[src/rtl/mac_keyboard.sv]
// ---------------------------------------------------------------------------
// mac_keyboard
//
// Emulated M0110 Macintosh keyboard. Sits between the PS/2 receiver and the
// VIA shift-register model: PS/2 set-2 events are translated into Mac
// transition bytes and queued in a small FIFO. Host command bytes
// (Inquiry / Instant / Model / Test) are answered with one response byte.
//
// Ports
//   clk_cpu     in   1   system clock
//   reset       in   1   synchronous, active-high
//   ps2_key     in   11  [10] toggle strobe, [9] pressed, [8] extended,
//                        [7:0] set-2 scancode
//   cmd_valid   in   1   one-cycle pulse: host command byte available
//   cmd_data    in   8   host command byte
//   rsp_valid   out  1   one-cycle pulse: response byte ready
//   rsp_data    out  8   response byte, held until the next rsp_valid
//   busy        out  1   high whenever the responder is not idle
//   fifo_count  out  4   number of queued transition bytes
//   overflow    out  1   sticky: an event was dropped on a full FIFO
// ---------------------------------------------------------------------------
module mac_keyboard #(
    parameter int         c_mhz        = 25000000,
    parameter int         c_inquiry_ms = 250,
    parameter int         c_fifo_log2  = 3,
    parameter logic [7:0] c_model      = 8'h09
) (
    input  logic        clk_cpu,
    input  logic        reset,
    input  logic [10:0] ps2_key,
    input  logic        cmd_valid,
    input  logic [7:0]  cmd_data,
    output logic        rsp_valid,
    output logic [7:0]  rsp_data,
    output logic        busy,
    output logic [3:0]  fifo_count,
    output logic        overflow
);

    localparam int c_depth   = 1 << c_fifo_log2;
    localparam int c_cw      = c_fifo_log2 + 1;
    localparam int c_timeout = (c_mhz / 1000) * c_inquiry_ms - 1;
    localparam int c_tw      = (c_timeout > 0) ? $clog2(c_timeout + 1) : 1;

    localparam logic [7:0] c_cmd_inquiry = 8'h10;
    localparam logic [7:0] c_cmd_instant = 8'h14;
    localparam logic [7:0] c_cmd_model   = 8'h16;
    localparam logic [7:0] c_cmd_test    = 8'h36;
    localparam logic [7:0] c_null        = 8'h7B;
    localparam logic [7:0] c_ack         = 8'h7D;

    typedef enum logic [1:0] {
        S_IDLE,
        S_INQUIRE,
        S_RESPOND
    } state_t;

    // Set-2 {ext, code} to Mac raw key number. Bit 6 of the result flags a
    // mapped key; unmapped keys are simply not queued.
    function automatic logic [6:0] f_translate(input logic [8:0] key);
        logic [6:0] res;
        res = 7'h00;
        case (key)
            9'h01C: res = {1'b1, 6'h00};   // A
            9'h01B: res = {1'b1, 6'h01};   // S
            9'h023: res = {1'b1, 6'h02};   // D
            9'h02B: res = {1'b1, 6'h03};   // F
            9'h033: res = {1'b1, 6'h04};   // H
            9'h034: res = {1'b1, 6'h05};   // G
            9'h01A: res = {1'b1, 6'h06};   // Z
            9'h022: res = {1'b1, 6'h07};   // X
            9'h021: res = {1'b1, 6'h08};   // C
            9'h02A: res = {1'b1, 6'h09};   // V
            9'h032: res = {1'b1, 6'h0B};   // B
            9'h015: res = {1'b1, 6'h0C};   // Q
            9'h01D: res = {1'b1, 6'h0D};   // W
            9'h024: res = {1'b1, 6'h0E};   // E
            9'h02D: res = {1'b1, 6'h0F};   // R
            9'h035: res = {1'b1, 6'h10};   // Y
            9'h02C: res = {1'b1, 6'h11};   // T
            9'h016: res = {1'b1, 6'h12};   // 1
            9'h01E: res = {1'b1, 6'h13};   // 2
            9'h026: res = {1'b1, 6'h14};   // 3
            9'h025: res = {1'b1, 6'h15};   // 4
            9'h036: res = {1'b1, 6'h16};   // 6
            9'h02E: res = {1'b1, 6'h17};   // 5
            9'h055: res = {1'b1, 6'h18};   // =
            9'h046: res = {1'b1, 6'h19};   // 9
            9'h03D: res = {1'b1, 6'h1A};   // 7
            9'h04E: res = {1'b1, 6'h1B};   // -
            9'h03E: res = {1'b1, 6'h1C};   // 8
            9'h045: res = {1'b1, 6'h1D};   // 0
            9'h05B: res = {1'b1, 6'h1E};   // ]
            9'h044: res = {1'b1, 6'h1F};   // O
            9'h03C: res = {1'b1, 6'h20};   // U
            9'h054: res = {1'b1, 6'h21};   // [
            9'h043: res = {1'b1, 6'h22};   // I
            9'h04D: res = {1'b1, 6'h23};   // P
            9'h05A: res = {1'b1, 6'h24};   // Return
            9'h04B: res = {1'b1, 6'h25};   // L
            9'h03B: res = {1'b1, 6'h26};   // J
            9'h052: res = {1'b1, 6'h27};   // '
            9'h042: res = {1'b1, 6'h28};   // K
            9'h04C: res = {1'b1, 6'h29};   // ;
            9'h05D: res = {1'b1, 6'h2A};   // backslash
            9'h041: res = {1'b1, 6'h2B};   // ,
            9'h04A: res = {1'b1, 6'h2C};   // /
            9'h031: res = {1'b1, 6'h2D};   // N
            9'h03A: res = {1'b1, 6'h2E};   // M
            9'h049: res = {1'b1, 6'h2F};   // .
            9'h00D: res = {1'b1, 6'h30};   // Tab
            9'h029: res = {1'b1, 6'h31};   // Space
            9'h00E: res = {1'b1, 6'h32};   // `
            9'h066: res = {1'b1, 6'h33};   // Backspace
            9'h014: res = {1'b1, 6'h37};   // left Ctrl -> Command
            9'h11F: res = {1'b1, 6'h37};   // left GUI  -> Command
            9'h127: res = {1'b1, 6'h37};   // right GUI -> Command
            9'h012: res = {1'b1, 6'h38};   // left Shift
            9'h059: res = {1'b1, 6'h38};   // right Shift
            9'h058: res = {1'b1, 6'h39};   // Caps Lock
            9'h011: res = {1'b1, 6'h3A};   // left Alt  -> Option
            9'h111: res = {1'b1, 6'h3A};   // right Alt -> Option
            default: res = 7'h00;
        endcase
        return res;
    endfunction

    state_t                   r_state;
    logic                     r_rsp_valid;
    logic [7:0]               r_rsp_data;
    logic [c_tw-1:0]          r_timer;
    logic                     r_toggle;
    logic [7:0]               r_mem [c_depth];
    logic [c_fifo_log2-1:0]   r_wr_ptr;
    logic [c_fifo_log2-1:0]   r_rd_ptr;
    logic [c_cw-1:0]          r_count;
    logic                     r_overflow;

    logic [6:0]               w_xlat;
    logic                     w_push;
    logic                     w_push_ok;
    logic                     w_pop;
    logic                     w_flush;
    logic                     w_full;
    logic                     w_nonempty;
    logic [7:0]               w_event_byte;
    logic [7:0]               w_head;

    assign w_xlat       = f_translate(ps2_key[8:0]);
    // A change of the strobe bit relative to the registered copy is one event.
    assign w_push       = (ps2_key[10] != r_toggle) && w_xlat[6];
    assign w_event_byte = {~ps2_key[9], w_xlat[5:0], 1'b1};
    assign w_full       = (r_count == c_cw'(c_depth));
    assign w_nonempty   = (r_count != '0);
    assign w_head       = r_mem[r_rd_ptr];
    // A full FIFO still accepts a push when a pop frees a slot the same cycle.
    assign w_push_ok    = w_push && (!w_full || w_pop);

    always_comb begin
        w_pop   = 1'b0;
        w_flush = 1'b0;
        case (r_state)
            S_IDLE: begin
                if (cmd_valid) begin
                    if ((cmd_data == c_cmd_inquiry || cmd_data == c_cmd_instant) && w_nonempty)
                        w_pop = 1'b1;
                    if (cmd_data == c_cmd_model)
                        w_flush = 1'b1;
                end
            end
            S_INQUIRE: begin
                if (w_nonempty)
                    w_pop = 1'b1;
            end
            default: begin
                w_pop   = 1'b0;
                w_flush = 1'b0;
            end
        endcase
    end

    // Strobe tracker follows the input even in reset so release is quiet.
    always_ff @(posedge clk_cpu) begin
        r_toggle <= ps2_key[10];
    end

    always_ff @(posedge clk_cpu) begin
        if (!reset && !w_flush && w_push_ok)
            r_mem[r_wr_ptr] <= w_event_byte;
    end

    always_ff @(posedge clk_cpu) begin
        if (reset || w_flush) begin
            r_wr_ptr   <= '0;
            r_rd_ptr   <= '0;
            r_count    <= '0;
            r_overflow <= 1'b0;
        end else begin
            if (w_push_ok)
                r_wr_ptr <= r_wr_ptr + 1'b1;
            if (w_pop)
                r_rd_ptr <= r_rd_ptr + 1'b1;
            if (w_push && !w_push_ok)
                r_overflow <= 1'b1;
            case ({w_push_ok, w_pop})
                2'b10:   r_count <= r_count + c_cw'(1);
                2'b01:   r_count <= r_count - c_cw'(1);
                default: r_count <= r_count;
            endcase
        end
    end

    // Responder FSM. rsp_valid is raised on the edge that enters RESPOND,
    // so it is high for exactly the single RESPOND cycle.
    always_ff @(posedge clk_cpu) begin
        if (reset) begin
            r_state     <= S_IDLE;
            r_rsp_valid <= 1'b0;
            r_rsp_data  <= 8'h00;
            r_timer     <= '0;
        end else begin
            r_rsp_valid <= 1'b0;
            case (r_state)
                S_IDLE: begin
                    if (cmd_valid) begin
                        case (cmd_data)
                            c_cmd_inquiry: begin
                                if (w_nonempty) begin
                                    r_rsp_data  <= w_head;
                                    r_rsp_valid <= 1'b1;
                                    r_state     <= S_RESPOND;
                                end else begin
                                    r_timer <= '0;
                                    r_state <= S_INQUIRE;
                                end
                            end
                            c_cmd_instant: begin
                                r_rsp_data  <= w_nonempty ? w_head : c_null;
                                r_rsp_valid <= 1'b1;
                                r_state     <= S_RESPOND;
                            end
                            c_cmd_model: begin
                                r_rsp_data  <= c_model;
                                r_rsp_valid <= 1'b1;
                                r_state     <= S_RESPOND;
                            end
                            c_cmd_test: begin
                                r_rsp_data  <= c_ack;
                                r_rsp_valid <= 1'b1;
                                r_state     <= S_RESPOND;
                            end
                            default: begin
                                r_rsp_data  <= c_null;
                                r_rsp_valid <= 1'b1;
                                r_state     <= S_RESPOND;
                            end
                        endcase
                    end
                end
                S_INQUIRE: begin
                    // A queued event takes priority over a coincident timeout.
                    if (w_nonempty) begin
                        r_rsp_data  <= w_head;
                        r_rsp_valid <= 1'b1;
                        r_state     <= S_RESPOND;
                    end else if (r_timer == c_tw'(c_timeout)) begin
                        r_rsp_data  <= c_null;
                        r_rsp_valid <= 1'b1;
                        r_state     <= S_RESPOND;
                    end else begin
                        r_timer <= r_timer + c_tw'(1);
                    end
                end
                S_RESPOND: begin
                    r_state <= S_IDLE;
                end
                default: begin
                    r_state <= S_IDLE;
                end
            endcase
        end
    end

    assign rsp_valid  = r_rsp_valid;
    assign rsp_data   = r_rsp_data;
    assign busy       = (r_state != S_IDLE);
    assign fifo_count = 4'(r_count);
    assign overflow   = r_overflow;

endmodule

[config.mk]
export PLATFORM = sky130hd
export DESIGN_NAME = mac_keyboard
export DESIGN_NICKNAME = d
export VERILOG_FILES = /design/src/rtl/mac_keyboard.sv
export SDC_FILE = /design/constraint.sdc
export NUM_CORES = 1
export LEC_CHECK = 0
export CAP_MARGIN = 20
export CORE_ASPECT_RATIO = 1.1
export CORE_MARGIN = 3
export CORE_UTILIZATION = 50
export CTS_CLUSTER_DIAMETER = 100
export DETAILED_ROUTE_END_ITERATION = 10
export GPL_ROUTABILITY_DRIVEN = 0
export PLACE_DENSITY = 0.79
export SETUP_SLACK_MARGIN = 0.4
export SLEW_MARGIN = 20
export SYNTH_ARGS = -nofsm -noshare
export SYNTH_HDL_FRONTEND = slang
export SYNTH_SLANG_ARGS = --single-unit
[constraint.sdc]
create_clock -name clk_cpu -period 4.8 [get_ports clk_cpu]
set_clock_uncertainty 0.2 [all_clocks]
set_input_delay 1.44 -clock clk_cpu [delete_from_list [all_inputs] [get_ports clk_cpu]]
set_output_delay 1.44 -clock clk_cpu [all_outputs]
set_load 0.03 [all_outputs]
Yosys cells after proc, flatten, opt, wreduce, memory -nomap -nowiden
Memories as Yosys holds them, arrays and structs flattened. A register that Yosys moved wholly into a read port is not among the register bits.
Cells that the tools add are included.
{"block": "op_classes", "muxes": 37, "n_eq_ne": 76, "bitwise": 1, "n_reduce_logical": 24, "add_sub_neg": 5}
{"operator": "7-bit case mux with 55 select lines", "count": 1}
{"operator": "9-bit by 6-bit == test with 1-bit output (second input constant)", "count": 23}
{"operator": "9-bit by 7-bit == test with 1-bit output (second input constant)", "count": 21}
{"operator": "23-bit two-way mux", "count": 5}
{"operator": "9-bit by 5-bit == test with 1-bit output (second input constant)", "count": 10}
{"operator": "23-bit case mux with 2 select lines", "count": 1}
{"operator": "8-bit two-way mux", "count": 5}
{"operator": "8-bit case mux with 4 select lines", "count": 1}
{"operator": "9-bit == test (second input constant)", "count": 3}
{"operator": "8-bit by 5-bit == test with 1-bit output (second input constant)", "count": 3}
{"operator": "23-bit by 1-bit adder with 23-bit output (second input constant)", "count": 1}
{"operator": "23-bit == test (second input constant)", "count": 1}
{"operator": "9-bit by 4-bit == test with 1-bit output (second input constant)", "count": 2}
{"operator": "8-bit case mux with 2 select lines", "count": 1}
{"operator": "1-bit two-way mux", "count": 12}
{"operator": "2-bit two-way mux", "count": 5}
{"operator": "2-bit != test (second input constant)", "count": 5}
{"operator": "8-bit by 6-bit == test with 1-bit output (second input constant)", "count": 1}
{"operator": "4-bit case mux with 2 select lines", "count": 1}
{"operator": "3-bit by 1-bit adder with 3-bit output (second input constant)", "count": 2}
{"operator": "1-bit logical AND", "count": 6}
{"operator": "3-bit two-way mux", "count": 2}
{"operator": "3-bit != test (second input constant)", "count": 2}
{"operator": "6-bit AND reduction", "count": 1}
{"operator": "other kinds (18)", "count": 28}
{"block": "totals", "wordCells": 153, "output_inout_bits": 15, "ff_bits": 46, "mem_bits_rw": 56, "mem_count": 1}
{"name": "r_mem", "words": 8, "width": 7, "rd": 1, "rd_ports_with_merged_regs": 1, "write_ports": 1, "line_no": "133", "source": "logic [7:0] r_mem [c_depth];"}

Logic depth before layout (Yosys ltp)
{"block": "logic_depth", "depth_word": 11, "mapped_depth": 17, "depth_no_buf": 14}

Worst setup path before layout
Ideal clock, no wire load.
{"block": "synth_path", "path_type": "in2reg", "start": "in ps2_key[7]", "end": "reg r_count[3], in the netlist fifo_count[3]", "stages": 15, "path_slack_ns": 0.021, "arrival_ns": 4.499, "required_ns": 4.521, "setup_ns": 0.079, "path_cell_list": "or4b_4 -> a21o_1 -> a2111oi_4 -> nor4_1 -> and2_1 -> a21o_1 -> buf_2 -> nand2_1 -> inv_1 -> ha_1 -> a21o_1 -> a21oi_1 -> nor3_1 -> mux2_4 -> a211oi_2"}
{"block": "synth_between", "elab_chain_len": 7, "elab_cells_between_ends": 69}
{"item": "start: declaration", "line_no": "30", "source": "input logic [10:0] ps2_key,"}
{"item": "9-bit == test (tied with other cells)", "line_no": "63", "source": "case (key)"}
{"item": "3-bit OR reduction (no line) / 2-bit OR reduction (equally long branches)"}
{"item": "7-bit case mux with 55 select lines *", "line_no": "63"}
{"item": "1-bit logical AND *", "line_no": "151", "source": "assign w_push = (ps2_key[10] != r_toggle) && w_xlat[6];"}
{"item": "1-bit logical AND *", "line_no": "157", "source": "assign w_push_ok = w_push && (!w_full || w_pop);"}
{"item": "2-bit by 1-bit == test with 1-bit output / 2-bit == test (equally long branches)", "line_no": "205", "source": "case ({w_push_ok, w_pop})"}
{"item": "4-bit case mux with 2 select lines / 2-bit nonzero test (equally long branches)"}
{"item": "end signal: assignment", "line_no": "206", "source": "2'b10: r_count <= r_count + c_cw'(1);"}
{"item": "end signal: assignment", "line_no": "207", "source": "2'b01: r_count <= r_count - c_cw'(1);"}
{"item": "end signal: assignment", "line_no": "208", "source": "default: r_count <= r_count;"}
{"item": "end: declaration", "line_no": "136", "source": "logic [c_cw-1:0] r_count;"}
Mark *: on every way between the ends. The rest lies on a longest branch, timed or not.
A chain may end at the register's enable or synchronous reset.

Worst setup path in the final report
{"block": "layout_path", "start": "in ps2_key[7]", "end": "mem r_mem[1][1] (netlist name), enable pin"}
{"block": "layout_between", "elab_chain_len": 8, "elab_cells_between_ends": 68}
{"item": "9-bit == test (tied with other cells)", "line_no": "63"}
{"item": "3-bit OR reduction (no line) / 2-bit OR reduction (equally long branches)"}
{"item": "7-bit case mux with 55 select lines *", "line_no": "63"}
{"item": "1-bit logical AND *", "line_no": "151"}
{"item": "1-bit logical AND *", "line_no": "157"}
{"item": "1-bit logical AND *", "line_no": "188", "source": "if (!reset && !w_flush && w_push_ok)"}
{"item": "1-bit two-way mux *", "line_no": "188"}
{"item": "1-bit two-way mux (not written as such) *", "line_no": "189", "source": "r_mem[r_wr_ptr] <= w_event_byte;"}
{"item": "end: declaration", "line_no": "133"}
Marked as above.

==> reports/results.ini <==
[cts]
h-tree-depth = 3
clk_pin_slew_ns = 0.07
clockRootBuffer = clkbuf_16
cts_num_sinks = 105
clk-insertion-delay-late_ns = 0.35
clock_path_buffers = 2
cts_tree = built
ctsHoldBuffers = 0
cts_buffers = 9

[layout]
drive_gt1_frac = 0.321
syn2layout_area_growth_pct = 35.5
final_common_cell = buf_4
stdcell_count = 829
num_antenna_cells = 0
post-route-cell-area_um2 = 7660
final_nets = 705
final_cell_mix = buf_4, nor2_1, edfxtp_1, dfxtp_1, nand2_1

[setup_path]
crit_path_start_kind = primary input
crit_buf_inv = 5
path_cells = buf_6 -> buf_6 -> or4b_4 -> a21o_1 -> a2111oi_4 -> nor4_2 -> and2_4 -> a21o_1 -> buf_6 -> buf_4 -> nand4b_1 -> nor3_2 -> buf_6
crit_family = simple AND/OR/NAND/NOR gates
path_max_fanout = 7
end_kind = register
critical_path_class = primary input to register
crit_path_max_incr_delay_ns = 0.49
required_ns = 4.66
cpMostUsedCell = buf_6
cp_slowest_cell = or4b_4
crit_arrival_ns = 4.23

[synthesis]
synth_area_leader_cell = edfxtp_1
synthArstFlopShare = 0
netlist-cell-type-count = 72
synth_seq_area_share = 0.471
synth.area.top_cells = edfxtp_1, dfxtp_1, mux4_2
synthFlopType = edfxtp_1
mappedNetlistArea_um2 = 5650
yosysWarnings = 0
synth_edf_count = 56
avgSynthCellArea_um2 = 10.2
synth_nets = 581
ys_seq_elements = 105
synth_cells = 553
synth_top_area_frac = 0.297

[route]
dr_total_vias = 5045
drtIter0Drc = 388
viasPerCell = 6.09
wl_mm = 16.6
routedWlPerCell_um = 20.0
top_layer_used = met4
firstDrtPassIters = 7
wl_met1_mm = 6.33
drtAntennaViolNets = 0
dr_wl_met3_um = 949
remaining_drc_errors = 0
wl_met2_mm = 8.31

[timing]
finalCritPeriodShare = 0.910
fmax_mhz = 229
slew_headroom = 0.356
fin_ws_ns = 0.430
rsz0062_at_grt = no
hold_viol = 0
slew_violations = 0
min_period_ns = 4.37
worst_pin_slew_ns = 0.957
finalSetupViolCount = 0

[power]
power_mw = 1.97
power_switching_mw = 0.449
power_frac_comb = 0.122
p_clk_frac = 0.391
p_per_area_nw_per_um2 = 257
irDropWorstVdd_uv = 196
p_leak_nw = 2.73
p_seq_frac = 0.486
p_int_mw = 1.52
swShare = 0.228

[worst_hold_path]
min_path_type = register to register

[floorplanning]
placement_rows = 40
coreArea_um2 = 11000
pin_count = 37
dieWidth_um = 107
die_h_um = 118
dieArea_um2 = 12600
initial_core_util = 0.516

[placed_design]
place_area_um2 = 6780
port_buffers = 36
place_ws_ns = -0.310
dp_hpwl_mm = 10.6
dp.cells = 790

[flow_run]
max_cap_violations = 0

[global_routing]
antenna_found_initial = 0
grt_pass1_vias = 5107
grt_usage = 0.259
grt_pass1_wl_mm = 25.8
grt_max_degree = 23
overflow = 0

[outcome]
status = finished clean

==> state kept, by name, indices dropped and copies added, names as in the netlist, 2 cells and up, named ones only <==
signal,cells
r_state,2
r_wr_ptr,3
r_mem,56
rsp_data,8
r_timer,23
r_rd_ptr,3
fifo_count,4
==> synthesized netlist by cell type (3+ instances only) <==
master / count
nand3b_1: 4
nand2_1: 39
a21oi_1: 21
or2_2: 3
nand4_1: 9
buf_1: 4
mux2i_1: 9
mux4_2: 14
nand4b_1: 3
or3_1: 9
nor2b_1: 14
inv_1: 14
nand3_1: 14
o22ai_1: 10
a21o_1: 3
a22oi_1: 4
clkbuf_1: 19
a31oi_1: 3
o21ai_0: 14
xnor2_1: 19
ha_1: 5
nor3_1: 20
nor4_1: 5
nor3b_1: 8
edfxtp_1: 56
nor4b_1: 4
or3b_2: 5
and3_1: 10
nand2b_1: 11
xor2_1: 9
or4b_2: 4
dfxtp_1: 49
buf_2: 9
a211oi_1: 3
and2_1: 4
a2111oi_0: 5
nor2_1: 72
==> cell families after synthesis <==
logic type	Yosys count	share of synthesized area
fa+ha+maj	6	0.0146
flops	105	0.471
xor+xnor	28	0.0434
mux	26	0.0788
simple gates	258	0.258
compound gates	84	0.101
buf+inv	46	0.0325
==> power by group through the flow <==
stage / Clock, mW / Sequential, mW / Combinational (mW)
2_1_floorplan: 0 / 0.987 / 0.0939
3_3_place_gp: 0 / 0.977 / 0.190
3_5_place_dp: 0 / 0.978 / 0.196
4_1_cts: 0.780 / 0.957 / 0.220
5_1_grt: 0.814 / 0.958 / 0.254
6_report: 0.771 / 0.958 / 0.241
==> cell type report <==
| cell class | instances | area, µm² |
|---|---|---|
| Fill cell | 752 | 3300 |
| Multi-Input combinational cell | 402 | 3190 |
| Sequential cell | 105 | 2660 |
| Timing Repair Buffer | 145 | 1240 |
| Clock buffer | 13 | 314 |
| Tap cell | 147 | 184 |
| Inverter | 14 | 55.1 |
| Clock inverter | 3 | 15.0 |
==> path summary, 6_finish.rpt <==
path            startpoint          end  slack [ns]  depth (start not counted)
max             ps2_key[7]  r_mem[1][1]        0.43                         13
min            rsp_data[0]  rsp_data[0]        0.25                          2
max reg2reg  fifo_count[3]   r_timer[9]        1.64                          8
min reg2reg    rsp_data[0]  rsp_data[0]        0.25                          2
==> metrics by stage <==
step | TNS [ns] | util | hold WS [ns]
after global placement | -8.74 | 0.618 | 0.235
after global routing | 0 | 0.699 | 0.268
final | 0 | 0.699 | 0.246
after CTS | 0 | 0.682 | 0.247
after floorplan | 0 | - | 0.254
after detailed placement | -12.05 | 0.618 | 0.236
==> layer usage <==
layer,vias to the layer above,GRT usage
met1,2401,0.303
met3,100,0.0466
li1,2301,-
met4,0,0.155
met5,-,0
met2,243,0.439
==> worst min-delay path, cell delays in order (launching register included) <==
cell and delay, ns:
dfxtp_1 0.31, inv_1 0.04, a21oi_1 0.05
==> what timing repair did <==
item                       4_1_cts  5_1_grt
pin swaps                       16       30
gates resized for setup         66       41
buffers inserted                15        5
setup endpoints to repair       59       75
gates cloned                     3        0
(Power assumes the default switching activity.)
